--- config.mk ---
export PLATFORM = sky130hd
export DESIGN_NAME = bin_search_guesser
export DESIGN_NICKNAME = d
export VERILOG_FILES = /design/src/rtl/bin_search_guesser.sv
export SDC_FILE = /design/constraint.sdc
export NUM_CORES = 1
export LEC_CHECK = 0
export BUFFER_PORTS_ARGS = -buffer_cell sky130_fd_sc_hd__buf_2
export CORE_MARGIN = 3
export CORE_UTILIZATION = 32
export DETAILED_ROUTE_END_ITERATION = 12
export PLACE_DENSITY_LB_ADDON = 0.12
export SLEW_MARGIN = 5
export SYNTH_ARGS = -nofsm -noshare
export SYNTH_HDL_FRONTEND = slang
export SYNTH_SLANG_ARGS = --single-unit
export TNS_END_PERCENT = 100
--- constraint.sdc ---
create_clock -name clk -period 5.5 [get_ports clk]
set_input_delay 0.275 -clock clk [delete_from_list [all_inputs] [get_ports clk]]
set_output_delay 0.275 -clock clk [all_outputs]
set_load 0.005 [all_outputs]
--- src/rtl/bin_search_guesser.sv ---
// Binary-search guesser: narrows [lo,hi] on lt/gt/eq feedback until eq.
// Optional stalled-responder watchdog: define BIN_SEARCH_TIMEOUT_EN.
module bin_search_guesser (
    input  logic       clk,
    input  logic       rst,
    input  logic       start,
    input  logic       cmp_valid,
    input  logic       cmp_lt,
    input  logic       cmp_gt,
    input  logic       cmp_eq,
    output logic [3:0] guess,
    output logic       guess_valid,
    output logic       busy,
    output logic       done,
    output logic [3:0] found,
    output logic       err,
    output logic [2:0] step_cnt
);

    typedef enum logic [1:0] {IDLE, ASK, DONE, ERR} state_t;

    state_t     state, state_nx;
    logic [4:0] lo, hi, lo_nx, hi_nx;
    logic [4:0] g5;
    logic [3:0] found_nx;
    logic [2:0] step_nx;
    logic       done_nx, err_nx;
    logic       accept, one_hot, wd_trip;

    assign guess       = 4'((lo + hi) >> 1);
    assign g5          = {1'b0, guess};
    assign guess_valid = (state == ASK);
    assign busy        = guess_valid;
    assign accept      = guess_valid & cmp_valid;
    assign one_hot     = ({cmp_lt, cmp_gt, cmp_eq} == 3'b100)
                       | ({cmp_lt, cmp_gt, cmp_eq} == 3'b010)
                       | ({cmp_lt, cmp_gt, cmp_eq} == 3'b001);

`ifdef BIN_SEARCH_TIMEOUT_EN
    logic [3:0] wd;

    // Fifteenth consecutive idle ASK cycle aborts the search
    assign wd_trip = guess_valid && !cmp_valid && (wd == 4'd14);

    always_ff @(posedge clk) begin
        if (rst || !guess_valid || cmp_valid)
            wd <= 4'd0;
        else
            wd <= wd + 4'd1;
    end
`else
    assign wd_trip = 1'b0;
`endif

    always_comb begin
        state_nx = state;
        lo_nx    = lo;
        hi_nx    = hi;
        found_nx = found;
        step_nx  = step_cnt;
        done_nx  = done;
        err_nx   = err;
        unique case (state)
            IDLE, DONE, ERR: begin
                if (start) begin
                    state_nx = ASK;
                    lo_nx    = 5'd0;
                    hi_nx    = 5'd15;
                    found_nx = 4'd0;
                    step_nx  = 3'd0;
                    done_nx  = 1'b0;
                    err_nx   = 1'b0;
                end
            end
            ASK: begin
                if (accept) begin
                    step_nx = step_cnt + 3'd1;
                    if (!one_hot) begin
                        state_nx = ERR;
                        err_nx   = 1'b1;
                    end else if (cmp_eq) begin
                        state_nx = DONE;
                        done_nx  = 1'b1;
                        found_nx = guess;
                    end else if (cmp_lt) begin
                        // Bounds would cross: feedback contradicts earlier answers
                        if (g5 == hi) begin
                            state_nx = ERR;
                            err_nx   = 1'b1;
                        end else begin
                            lo_nx = g5 + 5'd1;
                        end
                    end else begin
                        if (g5 == lo) begin
                            state_nx = ERR;
                            err_nx   = 1'b1;
                        end else begin
                            hi_nx = g5 - 5'd1;
                        end
                    end
                end else if (wd_trip) begin
                    state_nx = ERR;
                    err_nx   = 1'b1;
                end
            end
            default: state_nx = IDLE;
        endcase
    end

    always_ff @(posedge clk) begin
        if (rst) begin
            state    <= IDLE;
            lo       <= 5'd0;
            hi       <= 5'd15;
            found    <= 4'd0;
            step_cnt <= 3'd0;
            done     <= 1'b0;
            err      <= 1'b0;
        end else begin
            state    <= state_nx;
            lo       <= lo_nx;
            hi       <= hi_nx;
            found    <= found_nx;
            step_cnt <= step_nx;
            done     <= done_nx;
            err      <= err_nx;
        end
    end

endmodule

* Yosys cells after proc, flatten, opt, wreduce, memory -nomap -nowiden *
Cells that the tools add are included.

cells by class
  bitwise gates (word level) = 3
  add/sub/neg operators = 4
  shift-type cells = 0
  multiply operators = 0
  muxes and demuxes = 42
  reduce and logical (&&, ||, !) cells = 8
  eq/ne operators = 22
  div/mod/pow operators = 0
  $lt $le $gt $ge = 0

operator list
  kind                 count
  $mux 5               12
  $pmux 5 s2           2
  $mux 4               4
  $mux 2               7
  $ne 2x2->1 const B   7
  $reduce_and 6->1     2
  $eq 4x5->1           2
  $mux 1               10
  $ne 5x4->1 const B   2
  $ne 4x3->1 const B   2
  $pmux 4 s2           1
  $reduce_and 4->1     2
  $mux 3               2
  $pmux 3 s2           1
  $add 4x1->5 const B  1
  $add 5x5->5          1
  $reduce_and 5->1     1
  $sub 4x1->5 const B  1
  $eq 2x2->1 const B   2
  $ne 2x1->1 const B   2
  $pmux 1 s2           2
  $pmux 2 s2           1
  $add 3x1->3 const B  1
  $eq 3x1->1 const B   1
  9 further kinds      10

word-level totals
  memories kept = 0
  RAM bits = 0
  ROM bits = 0
  input bits = 7
  output and inout bits = 15
  bits in registers = 21
  latch bits = 0
  logic and storage cells = 86

* Logic depth before layout (Yosys ltp) *
  depth in word-level cells = 8
  mapped depth = 9
  gate-level depth less buffers = 9

* Worst setup path after synthesis *
No wires, ideal clock.

  path type = reg-to-reg
  from = register lo[1]
  to = register hi[3]
  library setup time = 126 ps
  data required time = 5,374 ps
  period minus slack after synthesis = 2,157 ps
  data arrival time = 2,031 ps
  buffers on the path = 0
  cell stages (with the launch flop) = 10
  path slack = 3,343 ps
  cells stage by stage = dfxtp_1 > inv_1 > fa_1 > or2b_1 > a21oi_2 > xor2_1 > inv_1 > nand4_1 > a211oi_1 > mux2i_1

between the ends
  longest elaborated chain between the ends = 8
  elaborated cells on any way between the ends = 11
  those cells by class = add/sub: 2; eq/ne: 2; mux: 6; reduce/logical: 1

RTL lines
  element                 line  RTL
  start, declared         23    logic [4:0] lo, hi, lo_nx, hi_nx;
  start signal, assigned  121   lo <= lo_nx;
  $add 5x5->5 *           30    assign guess = 4'((lo + hi) >> 1);
  via guess[3]            11    output logic [3:0] guess,
  $sub 4x1->5             98    hi_nx = g5 - 5'd1;
  $mux 5                  94    if (g5 == lo) begin
  $mux 5                  85    end else if (cmp_lt) begin
  $mux 5                  81    end else if (cmp_eq) begin
  $mux 5                  78    if (!one_hot) begin
  $mux 5                  76    if (accept) begin
  $pmux 5 s2              63    unique case (state)
  end signal, assigned    122   hi <= hi_nx;
  end, declared           23

The timed path passes the listed nets; every way through them passes the cells marked *. The select of a mux whose other input is x is not followed.
A chain may end at the register's enable or synchronous reset.

* Worst setup path after layout *
  from = register lo[1]
  to = output port guess[3]

between the ends
  longest elaborated chain between the ends = 1

RTL lines
  element        line
  $add 5x5->5    30
  end, declared  11

Every way passes these cells.

==> run metrics <==
GRT overflow=0; yosys synthesis warning count=0; Core ar.=3850 um^2; register-to-register setup slack=3.16 ns; die height=70.7 um; fin. max-slew vios=0; CTS Sinks=21; DRT antenna net count=0; largest net degree at the start of global routing=22; area grow syn2layout=13.5%; Synth Area in Compound Gates=11.6%; initial DRC count=25; Worst VDD drop=0.000114 V; Cell Rows=22; most common flop cell mapped by yosys=dfxtp_1; Critical R2R Launch=lo[1]; FFs w/ async S/R, synth=0%; synthesized flop and latch total=21; final setup vio count=0; Min-Delay Path Class=in2reg; layout cells sized above 1=19.7%; kind of critical path=reg2out; nets=188; measured slew at the worst slew-check pin=0.553 ns; Max clock buf depth=2; Num CTS Buffers=3; first-pass GRT wire length=5.38 mm; Worst setup SP type=flop; Post-CTS Setup Inserts=0; element type at the critical path end=output port; final WL=3.08 mm; fraction of synthesized cell area in xor and xnor cells=14.2%; RSZ-0062 raised after global routing=no; count of different cell masters after synthesis=38; syn nets=169; CTS clk-pin slew, worst paths=0.08 ns; CTS root buffer=clkbuf_8; Final min period=2.61 ns; CTS tree=yes; Initial Util=34.7%; DR DRC count=0; DRT Pass-1 Iters=4; multiplexer share of the synthesized area=8.61%; Pleak=0.000642 uW; clk_skew=0.00257 ns; Final HPWL DP=2.39 mm; Final Hold Fails=0; htree depth=1; CP Data Required Time=5.22 ns; port buffer count=21; Post-Syn Instances=155; vias in the first global route=1152; final setup TNS=0 ns; Worst path max stage delay=0.47 ns; Die Area=4990 um^2; DR vias/cell=5.07; crit path cell chain=inv_1, fa_1, or2b_1, a21oi_2, xor2_1, inv_1, buf_2; adder-cell share of the synthesized area=7.11%; post-synthesis simple-gate area fraction=22.5%; CP arrival=2.34 ns; Core Util, Final=39.4%; largest family of logic cells by synthesized area=simple AND/OR/NAND/NOR gates; post_cts resized=0; synthesized area=1340 um^2; ant diodes=0; max-cap check violation count=0; CP dominant cell by count=inv_1; Critical Path Fanout Max=5; EDFF count, synth=0; critical path's slowest cell=fa_1; pwr dens=190 nW/um^2; commonest non-fill, non-tap cells in the layout=dfxtp_1, buf_2, nor2_1; Critical path origin=lo[1]; final period utilization=47.5%; Fmax=382 MHz; final non-filler cell total=221; gpl congestion=0.772; IO Pins=22; Max-slew headroom=63.1%; # hold bufs at CTS=0; Avg Cell Area, Syn=8.63 um^2; Die Span X=70.7 um; placed cell count=217; status=finished clean; GRT Overall Usage=13.3%; Hold Startpoint=start; Avg WL per Cell=14.0 um; via total after detailed routing=1120; sequential fraction of the synthesis area=31.4%; initial antenna violation count=0; Worst-Skew Late Latency=0.26 ns
==> sequential cells by signal (all words and copies together), names as in the netlist <==
register,count
found,4
hi,5
state,2
lo,5
step_cnt,3
done,1
err,1
==> worst paths after layout <==
path | endpoint | cells past startpoint
max reg2reg | hi[3] | 8
max | guess[3] | 7
min reg2reg | done | 2
min | state[0] | 3
==> power by group <==
group	switching, uW	internal [uW]
Combinational	18.7	10.8
Clock	51.1	51.7
Sequential	1.40	154
==> cell usage after synthesis, types with 2 or more instances <==
master	count	area (um^2)
nand2b_1	3	18.8
nand2_1	13	48.8
ha_1	6	75.1
inv_1	8	30.0
clkbuf_1	6	22.5
nand3_1	5	25.0
a31oi_1	5	31.3
mux2i_1	10	100
nor2_1	18	67.6
o31ai_1	2	15.0
xor2_2	2	32.5
xnor2_1	17	149
a211oi_1	2	15.0
nand4_1	3	18.8
a22oi_1	2	15.0
dfxtp_1	21	420
a21oi_1	5	25.0
nor3_1	7	35.0
==> critical path, delay by kind of cell (launching register included) <==
family          cells  cell delay [ns]
fa+ha+maj           1             0.47
xor+xnor            1             0.33
compound gates      1             0.22
simple gates        1             0.25
buf+inv             3             0.38
flops               1             0.40
==> per-stage QoR <==
step | hold slack, ns | setup slack [ns] | area, um^2 | total power [uW]
3_5_place_dp | 0.468 | 3.18 | 1470 | 189
6_report | 0.335 | 2.89 | 1520 | 288
5_1_grt | 0.359 | 2.67 | 1520 | 302
4_1_cts | 0.327 | 2.89 | 1520 | 292
3_3_place_gp | 0.446 | 3.23 | 1470 | 188
2_1_floorplan | 0.437 | 3.34 | 1340 | 179
==> kinds of logic (layout without fill, tap and decap cells) <==
logic type | count (synthesis) | in the layout
mux | 11 | 11
fa+ha+maj | 7 | 7
flops | 21 | 21
simple gates | 60 | 60
buf+inv | 15 | 33
compound gates | 21 | 21
xor+xnor | 20 | 20
==> metal layers <==
metal	GRT usage, %	vias up	share of wire [%]
met1	16.6	531	45
met3	3.27	2	5.3
met4	2.09	0	0.26
met5	0	-	0
li1	-	563	-
met2	23.5	24	49
==> cell type report <==
type                    instances  area, um^2
clock buffers                   4        45.0
fillers                       412        2340
inverters                       8        30.0
multi-input cells             119         857
flip-flops and latches         21         420
well taps                      48        60.1
repair buffers                 21         105
Note: power is estimated with default switching activity, not from simulation.
